[src/rtl/cb_cfg_pkg.sv]
// cb_cfg_pkg: shared types and constants for the
// connection-box configuration sequencer.
package cb_cfg_pkg;

  typedef enum logic [1:0] {
    ST_IDLE,
    ST_WRITE,
    ST_BCAST,
    ST_SETTLE
  } state_t;

  localparam logic [7:0] CB_REG_SEL = 8'd0;

  localparam int REG_MSB  = 31;
  localparam int REG_LSB  = 24;
  localparam int TILE_MSB = 15;
  localparam int TILE_LSB = 0;

endpackage

[src/rtl/cb_cfg_sequencer_if.sv]
// cb_cfg_sequencer_if: host command bus, valid/ready.
// master = host, slave = sequencer.
interface cb_cfg_sequencer_if;

  logic        valid;
  logic        ready;
  logic [31:0] addr;
  logic [31:0] data;
  logic        bcast;

  modport master (
    output valid, addr, data, bcast,
    input  ready
  );

  modport slave (
    input  valid, addr, data, bcast,
    output ready
  );

endinterface

[src/rtl/cb_cfg_sequencer.sv]
// cb_cfg_sequencer: writes one tile or broadcasts to all
// tiles, settle gap, saturating dropped-command counter.
module cb_cfg_sequencer
  import cb_cfg_pkg::*;
#(
  parameter int NUM_TILES = 16,
  parameter int GAP       = 1
) (
  input  logic                 clk,
  input  logic                 reset,
  cb_cfg_sequencer_if.slave    cmd,
  output logic [31:0]          config_addr,
  output logic [31:0]          config_data,
  output logic [NUM_TILES-1:0] config_en,
  output logic                 busy,
  output logic                 done,
  output logic [7:0]           err_count
);

  localparam int CW =
    (NUM_TILES > 1) ? $clog2(NUM_TILES) : 1;
  localparam int GW =
    (GAP > 1) ? $clog2(GAP) : 1;
  localparam logic [CW-1:0] IDX_LAST =
    CW'(NUM_TILES - 1);
  localparam logic [GW-1:0] GAP_LAST =
    GW'((GAP > 0) ? GAP - 1 : 0);
  localparam logic [15:0] NT16 = 16'(NUM_TILES);

  state_t state_q, state_d;

  logic [CW-1:0]        idx_q, idx_d;
  logic [GW-1:0]        gap_q, gap_d;
  logic [31:0]          addr_q, addr_d;
  logic [31:0]          data_q, data_d;
  logic [NUM_TILES-1:0] en_q, en_d;
  logic                 ready_q, ready_d;
  logic                 busy_q, busy_d;
  logic                 done_q, done_d;
  logic [7:0]           err_q, err_d;

  logic        accept;
  logic        tile_ok;
  logic        last_wr;
  logic [15:0] tile;
  logic        unused_rsvd;

  assign tile    = cmd.addr[TILE_MSB:TILE_LSB];
  assign accept  = cmd.valid & ready_q;
  assign tile_ok = tile < NT16;
  assign last_wr = (state_q == ST_WRITE) ||
                   ((state_q == ST_BCAST) &&
                    (idx_q == IDX_LAST));

  assign unused_rsvd =
    ^cmd.addr[REG_LSB-1:TILE_MSB+1];

  always_ff @(posedge clk or posedge reset) begin
    if (reset) begin
      state_q <= ST_IDLE;
      idx_q   <= '0;
      gap_q   <= '0;
      addr_q  <= '0;
      data_q  <= '0;
      en_q    <= '0;
      ready_q <= 1'b0;
      busy_q  <= 1'b0;
      done_q  <= 1'b0;
      err_q   <= '0;
    end else begin
      state_q <= state_d;
      idx_q   <= idx_d;
      gap_q   <= gap_d;
      addr_q  <= addr_d;
      data_q  <= data_d;
      en_q    <= en_d;
      ready_q <= ready_d;
      busy_q  <= busy_d;
      done_q  <= done_d;
      err_q   <= err_d;
    end
  end

  always_comb begin
    state_d = state_q;
    idx_d   = idx_q;
    gap_d   = gap_q;
    unique case (state_q)
      ST_IDLE: begin
        if (accept && cmd.bcast) begin
          state_d = ST_BCAST;
          idx_d   = '0;
        end else if (accept && tile_ok) begin
          state_d = ST_WRITE;
          idx_d   = tile[CW-1:0];
        end
      end
      ST_WRITE, ST_BCAST: begin
        if (last_wr) begin
          state_d = (GAP > 0) ? ST_SETTLE : ST_IDLE;
          gap_d   = '0;
        end else begin
          idx_d = idx_q + 1'b1;
        end
      end
      ST_SETTLE: begin
        if (gap_q == GAP_LAST) begin
          state_d = ST_IDLE;
        end else begin
          gap_d = gap_q + 1'b1;
        end
      end
      default: state_d = ST_IDLE;
    endcase
  end

  // Outputs are computed from the next state so the
  // strobe is visible in the cycle right after accept.
  always_comb begin
    en_d = '0;
    for (int i = 0; i < NUM_TILES; i++) begin
      en_d[i] = ((state_d == ST_WRITE) ||
                 (state_d == ST_BCAST)) &&
                (idx_d == CW'(i));
    end
    ready_d = (state_d == ST_IDLE);
    busy_d  = (state_d != ST_IDLE);
    done_d  = last_wr;
    addr_d  = addr_q;
    data_d  = data_q;
    if (accept && (cmd.bcast || tile_ok)) begin
      addr_d = {cmd.addr[REG_MSB:REG_LSB], 24'd0};
      data_d = cmd.data;
    end
    err_d = err_q;
    if (accept && !cmd.bcast && !tile_ok &&
        (err_q != 8'hFF)) begin
      err_d = err_q + 8'd1;
    end
  end

  assign cmd.ready   = ready_q;
  assign config_addr = addr_q;
  assign config_data = data_q;
  assign config_en   = en_q;
  assign busy        = busy_q;
  assign done        = done_q;
  assign err_count   = err_q;

endmodule

[src/flat_wrapper.sv]
// flat-port wrapper written by rule: the top's interface ports become plain ports
module cb_cfg_sequencer_flat import cb_cfg_pkg::*;
#(
  parameter int NUM_TILES = 16,
  parameter int GAP       = 1
)
  (clk, reset, config_addr, config_data, config_en, busy, done, err_count, cmd_valid, cmd_addr, cmd_data, cmd_bcast, cmd_ready);
  cb_cfg_sequencer_if cmd_i ();
  input  logic clk;
  input  logic reset;
  output logic [31:0] config_addr;
  output logic [31:0] config_data;
  output logic [NUM_TILES-1:0] config_en;
  output logic busy;
  output logic done;
  output logic [7:0] err_count;
  input wire logic [$bits(cmd_i.valid)-1:0] cmd_valid;
  input wire logic [$bits(cmd_i.addr)-1:0] cmd_addr;
  input wire logic [$bits(cmd_i.data)-1:0] cmd_data;
  input wire logic [$bits(cmd_i.bcast)-1:0] cmd_bcast;
  output wire logic [$bits(cmd_i.ready)-1:0] cmd_ready;
  assign cmd_i.valid = cmd_valid;
  assign cmd_i.addr = cmd_addr;
  assign cmd_i.data = cmd_data;
  assign cmd_i.bcast = cmd_bcast;
  assign cmd_ready = cmd_i.ready;
  cb_cfg_sequencer #(.NUM_TILES(NUM_TILES), .GAP(GAP)) u_core (.clk(clk), .reset(reset), .cmd(cmd_i), .config_addr(config_addr), .config_data(config_data), .config_en(config_en), .busy(busy), .done(done), .err_count(err_count));
endmodule
[config.mk]
export PLATFORM = sky130hd
export DESIGN_NAME = cb_cfg_sequencer_flat
export DESIGN_NICKNAME = d
export VERILOG_FILES = /design/src/rtl/cb_cfg_pkg.sv /design/src/rtl/cb_cfg_sequencer_if.sv /design/src/rtl/cb_cfg_sequencer.sv /design/src/flat_wrapper.sv
export SDC_FILE = /design/constraint.sdc
export NUM_CORES = 1
export LEC_CHECK = 0
export ABC_CLOCK_PERIOD_IN_PS = 5100
export CORE_AREA = 10 10 127 129
export CTS_BUF_LIST = sky130_fd_sc_hd__clkbuf_8
export CTS_CLUSTER_DIAMETER = 80
export DETAILED_ROUTE_END_ITERATION = 6
export DIE_AREA = 0 0 137 139
export MAX_ROUTING_LAYER = met4
export SLEW_MARGIN = 20
export SYNTH_ARGS = -nofsm -noshare
export SYNTH_HDL_FRONTEND = slang
export SYNTH_SLANG_ARGS = --single-unit
[constraint.sdc]
create_clock -name clk -period 5.1 [get_ports clk]
set_input_delay 1.02 -clock clk [delete_from_list [all_inputs] [get_ports clk]]
set_output_delay 1.02 -clock clk [all_outputs]
set_load 0.1 [all_outputs]
* After elaboration in Yosys (flattened, before gate mapping)
Index checks and enable logic that the tools add are counted. W data, S select, Z words.
Cells by class: $add $sub $neg 3, reduce and logical (&&, ||, !) cells 35, $lt $le $gt $ge 1, bitwise gates (word level) 1, mux-type cells 12, equal/unequal tests 23
Operator list (number):
- $eq A4 B4 Y1 const B | 9
- $logic_and A1 B1 Y1 | 23
- $eq A4 B3 Y1 const B | 4
- $lt A16 B5 Y1 const B | 1
- $mux W4 | 3
- $add A8 B1 Y8 const B | 1
- $eq A4 B2 Y1 const B | 2
- $mux W2 | 4
- $ne A8 B8 Y1 const B | 1
- $pmux W4 S2 | 1
- $eq A2 B2 Y1 const B | 3
- $pmux W2 S3 | 1
- $add A4 B1 Y4 const B | 1
- $eq A2 B1 Y1 const B | 2
- $eq A4 B1 Y1 const B | 1
- $logic_not A2 Y1 | 2
- $logic_not A4 Y1 | 1
- $reduce_bool A2 Y1 | 2
- $logic_or A1 B1 Y1 | 3
- $logic_not A1 Y1 | 2
- $mux W1 | 2
- $ne A2 B1 Y1 const B | 1
- $pmux W1 S2 | 1
- $reduce_and A2 Y1 | 1
- 3 further kinds | 3
Word-level totals: output and inout port bits 91, logic and storage cells 85, register bits after elaboration 74, input port bits 68

* Logic depth before layout (Yosys ltp)
Gate-level depths: netlist (run 1).
depth in word-level cells 8, depth in mapped cells 9, mapped depth without buffers 9

* Worst setup path after synthesis (run 1)
Ideal clock, no wire load.
kind input to register, start input port cmd_addr[7], end register u_core.en_q[11], in the netlist u_core.config_en[11], path buffers 0, stages on the path 7, arrival 2.708 ns, library setup time 0.067 ns, setup slack 2.325 ns, required time 5.033 ns, cell sequence nor4_4 nand4b_4 and2_0 o21a_1 ha_1 a21bo_4 and4bb_2
Between the ends: cells in the longest elaborated chain, start to end 8, elaborated cells between the ends (all ways) 13, classes of those cells order compare: 1; eq/ne: 3; mux: 6; reduce/logical: 3
Ends and longest elaborated chain:
- start: declaration | RTL line flat_wrapper.sv:18 | input wire logic [$bits(cmd_i.addr)-1:0] cmd_addr;
- $lt A16 B5 Y1 * | RTL line cb_cfg_sequencer.sv:50 | assign tile_ok = tile < NT16;
- $logic_and A1 B1 Y1 * | RTL line cb_cfg_sequencer.sv:93 | end else if (accept && tile_ok) begin
- $mux W2 | RTL line cb_cfg_sequencer.sv:93
- $mux W2 | RTL line cb_cfg_sequencer.sv:90 | if (accept && cmd.bcast) begin
- $pmux W2 S3 | RTL line cb_cfg_sequencer.sv:88 | unique case (state_q)
- $eq A2 B1 Y1 / $eq A2 B2 Y1 (equally long branches) | RTL line cb_cfg_sequencer.sv:122, cb_cfg_sequencer.sv:123
- $logic_or A1 B1 Y1 | RTL line cb_cfg_sequencer.sv:122 | en_d[i] = ((state_d == ST_WRITE) ||
- $logic_and A1 B1 Y1 * | RTL line cb_cfg_sequencer.sv:123 | (state_d == ST_BCAST)) &&
- via u_core.en_d[11] | RTL line cb_cfg_sequencer.sv:36 | logic [NUM_TILES-1:0] en_q, en_d;
- end signal: assignment | RTL line cb_cfg_sequencer.sv:76 | en_q <= en_d;
- end: declaration | RTL line cb_cfg_sequencer.sv:36
Mark *: on every way through the listed nets, which the timed path passes. The rest lies on a longest branch. A chain may end at the register's enable or synchronous reset.

* Final worst setup path (run 1)
start input port cmd_addr[10], end register u_core.en_q[6], in the netlist u_core.config_en[6]
Same word-level chain as after synthesis.

==> out/metrics.csv, run 1 <==
metric,value,unit
outcome,finished clean,
slack of the critical path,1.82,ns
Area Growth Syn to Fin,48.0,%
Pins Over Slew Limit,0,
Hold Crit Class,reg2reg,
# hold bufs at CTS,0,
Starting Density,0.245,
first-pass GRT wire length,14000,um
Worst setup SP type,primary input,
via count,2321,
Final Skew,0.00985,ns
Period minus WS final,3.28,ns
Clock Path Buffers,2,
WS Path Type,in2reg,
Worst Hold Depth,1,
Final period util,0.642,
asr flop ratio synth,1.00,
ratio of cells with drive above 1 in the final layout,0.196,
Synth Area in Adders,0.0262,
Congestion Overflow GR,0,
Post-synth EDFFs,0,
Slew HR,0.315,
Worst Setup End Kind,register,
Post-DRT Antenna Nets,0,
R2R cell count,9,
reg2reg start,u_core.state_q[0],
WP data required,5.34,ns
RR Endpoint,u_core.config_en[6],
Fillers,1345,
DP Worst Slack,1.44,ns
Chip Width,137,um
vias per cell,4.13,
Tot GR Track Use,0.0968,
Simple-Gate Fraction of Synth Area,0.143,
max cap viols,0,
placed instance count,546,
Worst-Margin Slew,1.02,ns
Hold Crit Start,u_core.err_count[7],
initial antenna violation count,0,
CTS tree,yes,
XOR/XNOR share of the synthesized area,0.0183,
number of global-route vias before repair,2471,
CP cell instances,"clkdlybuf4s50_1, nor4_4, nand4b_4, and2_0, o21a_1, ha_1, nand3_1, nor4bb_1",
top cell type's share of synthesized area,0.546,
Post-synth top flop,dfrtp_1,
top post-synthesis cells by count,"dfrtp_1 (73), mux2_2 (41), buf_4 (24)",
Routed WL,9070,um
DP Wirelength,6980,um
H-tree Lvls,3,
Max stage delay on crit path,0.44,ns
Synth Register Bits,73,
Setup Viol. Count Final,0,
clock-pin slew on the worst setup and hold paths,0.08,ns
drt pass-1 iters,4,
Setup Buffers After CTS,0,
Die Ht,139,um
critical path launch point,cmd_addr[10],
synth unique cells,43,
final net count,452,
"Hold Vio Cnt, Final",0,
Resize count post-CTS,0,
register area share after synthesis,0.546,
critical path data arrival time,3.51,ns
Num CTS Buffers,9,
drt drc,0,
GPL Wtd Cong,0.793,
# rows,43,
Clock Root Buffer,clkbuf_8,
Core Box Area,0.0137,mm2
TNS Setup,0,ns
fin cells,562,
Ant. Diodes,0,
Peak Freq,305,MHz
reg2reg setup slack,2.43,ns
RSZ-0062 raised after global routing,no,
Mapped Cells,247,
post-synthesis mux area share,0.145,
CP max FO,9,
die area,0.0190,mm2
worst hold endpoint,u_core.err_count[7],
post-synth top area cell,dfrtp_1,
largest family of logic cells by synthesized area,multiplexers,
compound-cell area share of the yosys netlist,0.0434,
clock latency at the later pin of the worst-skew pair,0.34,ns
most frequent cell after synthesis,dfrtp_1,
Sink Count,73,
"Avg Cell Area, Syn",13.5,um2
initial DRC count,130,
main area contributors after synthesis,"dfrtp_1 (55%), mux2_2 (14%), buf_4 (5.4%)",
Syn Std Cell Area,0.00335,mm2
total I/O pin count,159,
synth warn,0,
slowest CP cell,clkdlybuf4s50_1,
I/O Buffers,126,
Routed WL per cell,16.1,um
largest net degree at the start of global routing,50,
-- cells in the final DEF, fill, tap and decap left out, drive strengths merged, types with 3 or more instances in the layout --
| cell | instances |
|---|---|
| conb | 24 |
| inv | 9 |
| clkdlybuf4s50 | 126 |
| nor4b | 6 |
| nand2 | 13 |
| nor4 | 6 |
| xnor2 | 4 |
| nor3b | 3 |
| xor2 | 3 |
| o211ai | 3 |
| nand4 | 5 |
| dfrtp | 73 |
| nand3 | 6 |
| mux2 | 42 |
| and4b | 3 |
| nor4bb | 5 |
| ha | 7 |
| clkbuf | 10 |
| bufinv | 3 |
-- stage by stage --
| step | util | area (um2) | hold WS, ns |
|---|---|---|---|
| final | 0.362 | 4950 | 0.505 |
| after global routing | 0.362 | 4950 | 0.522 |
| after CTS | 0.362 | 4950 | 0.508 |
| after detailed placement | 0.344 | 4710 | 0.489 |
| after global placement | 0.344 | 4710 | 0.481 |
| after floorplan | - | 3430 | 0.644 |
-- layout make-up --
class | instances | area (um2) | share of cell area
Sequential cell | 73 | 1830 | 0.369
Multi-Input combinational cell | 157 | 1350 | 0.273
Timing Repair Buffer | 127 | 1270 | 0.256
Tap cell | 180 | 225 | 0.0455
Clock buffer | 10 | 138 | 0.0278
Clock inverter | 6 | 106 | 0.0215
Inverter | 9 | 35.0 | 0.00707
-- cells by family after synthesis --
| family | after synthesis |
|---|---|
| XOR/XNOR | 7 |
| multiplexers | 43 |
| AND/OR/NAND/NOR | 59 |
| buffers and inverters | 40 |
| adder cells (fa/ha/maj) | 7 |
| other | 1 |
| flip-flops | 73 |
| AO/OA/AOI/OAI | 17 |
-- metal layers --
metal / global-route usage / part of all wire
met3: 0.0214 / 0.062
met5: - / 0
met2: 0.161 / 0.53
met4: 0.0433 / 0.016
met1: 0.108 / 0.40
-- sequential cells by signal, summed over array words and instances (netlist names) --
register and flops:
u_core.busy 1, u_core.done 1, u_core.config_data 32, u_core.idx_q 4, u_core.config_en 16, u_core.state_q 2
u_core.err_count 8, u_core.config_addr 8, u_core.cmd.ready 1
-- critical path, delay by kind of cell --
kind | cells | cell delay (ns)
buffers and inverters | 1 | 0.44
AO/OA/AOI/OAI | 1 | 0.19
adder cells (fa/ha/maj) | 1 | 0.32
AND/OR/NAND/NOR | 5 | 1.53
-- worst max path at each step --
stage                                       to  slack [ns]
final                      u_core.config_en[6]        1.82
after global routing       u_core.config_en[2]        1.68
after CTS                  u_core.config_en[6]        1.83
after detailed placement   u_core.config_en[2]        1.44
after global placement    u_core.config_en[10]        1.54
after floorplan                    u_core.busy        2.23
Power of run 1 is not shown: default switching activity piles up to over one toggle a cycle in this logic, so the estimate is an artifact.
==> run 2: changes to the inputs <==
ABC_CLOCK_PERIOD_IN_PS = 2700   (was 5100)
clock period = 2.7 ns   (was 5.1 ns; I/O delays follow)
==> out/metrics.csv, run 2 (synthesis gave the netlist of run 1 again) <==
metric,value,unit
Chip Width,137,um
final net count,464,
drt pass-1 iters,4,
Routed WL per cell,15.7,um
Final Core Density,0.359,
Die Ht,139,um
Period minus WS final,2.48,ns
Pins Over Slew Limit,0,
Setup Viol. Count Final,0,
Setup Buffers After CTS,0,
Area Growth Syn to Fin,46.8,%
Worst setup SP type,register,
design area,0.00491,mm2
initial DRC count,79,
M3 GR Usage,0.0192,
grt met1 use,0.103,
DP Worst Slack,-0.175,ns
Post-DRT Antenna Nets,0,
slack of the critical path,0.217,ns
via count,2327,
I/O Buffers,126,
number of global-route vias before repair,2535,
vias per cell,4.05,
first-pass GRT wire length,14000,um
GR peak layer,met2,
Clock Path Buffers,2,
# hold bufs at CTS,0,
max cap viols,0,
H-tree Lvls,3,
Core Box Area,0.0137,mm2
outcome,finished clean,
WS Path Type,reg2reg,
Routed WL,9000,um
most frequent cells in the layout,"buf_4 (75), dfrtp_1 (73), clkdlybuf4s50_1 (59), mux2_2 (41), conb_1 (24)",
die area,0.0190,mm2
clock-pin slew on the worst setup and hold paths,0.08,ns
total I/O pin count,159,
CP max FO,8,
# rows,43,
hold_ws,0.498,ns
Starting Density,0.245,
Ant. Diodes,0,
Congestion Overflow GR,0,
Final Skew,0.00381,ns
initial antenna violation count,0,
Peak Freq,403,MHz
"Hold Vio Cnt, Final",0,
"most common cell after layout, fill and taps aside",buf_4,
drt drc,0,
Clock Root Buffer,clkbuf_8,
ratio of cells with drive above 1 in the final layout,0.393,
Sink Count,73,
Final period util,0.919,
Worst Setup End Kind,register,
max FFs per register,32,
met2 global-route usage,0.162,
Num CTS Buffers,9,
RSZ-0062 raised after global routing,no,
GPL Wtd Cong,0.795,
Placement Cell Area,0.00469,mm2
CTS tree,yes,
Hold Crit Class,in2async,
Tot GR Track Use,0.0959,
clock latency at the later pin of the worst-skew pair,0.35,ns
largest net degree at the start of global routing,58,
Resize count post-CTS,0,
DP Wirelength,7040,um
critical path data arrival time,2.73,ns
WP data required,2.94,ns
[run 2: changes by cell type in the layout (fill, tap and decap cells not counted), sizes merged]
cell / delta
buf: +79
clkdlybuf4s50: -67
clkinv: +2
bufinv: -1
clkbuf: -1
[run 2: worst paths after layout]
check | slack [ns] | end | depth (start not counted) | from
hold / removal | 0.50 | u_core.config_data[23] | 2 | reset
max in group asynchronous | 1.56 | u_core.config_en[8] | 3 | reset
hold reg to reg | 0.50 | u_core.err_count[7] | 1 | u_core.err_count[7]
setup / recovery | 0.22 | u_core.config_en[7] | 9 | u_core.state_q[0]
min in group clk | 0.50 | u_core.err_count[7] | 1 | u_core.err_count[7]
setup reg to reg | 0.22 | u_core.config_en[7] | 9 | u_core.state_q[0]
[run 2: critical path, stage by stage, from the launching register on]
cell,delay (ns)
dfrtp_1,0.42
inv_1,0.12
ha_1,0.21
a41o_1,0.29
nor2_1,0.05
or3_1,0.30
o21a_1,0.13
ha_1,0.31
a21bo_4,0.27
nor4bb_1,0.28
[run 2: cell type report]
class,instances,area (um2)
fill,1365,8750
sequential,73,1830
multi-input combinational,157,1350
timing repair buffer,139,1250
tap,180,225
clock buffer,9,124
clock inverter,7,95.1
inverter,9,33.8
[run 2: through the flow]
step | TNS [ns] | instances
4_1_cts | 0 | 574
5_1_grt | 0 | 574
3_5_place_dp | -1.44 | 558
2_1_floorplan | 0 | 270
6_report | 0 | 574
3_3_place_gp | -0.921 | 558
[run 2: layer usage]
| metal | up-vias | wire (um) |
|---|---|---|
| met5 | - | 0 |
| met2 | 67 | 4760 |
| met1 | 1127 | 3530 |
| met3 | 9 | 557 |
| li1 | 1124 | - |
| met4 | 0 | 150 |
Power of run 2 is left out for the same reason.
==> run 3: changes to the inputs <==
CTS_CLUSTER_DIAMETER = not set   (was 80)
==> results of run 3 <==
Final layout, timing and power as in run 2 (identical DEF).
Power of run 3 is left out for the same reason.
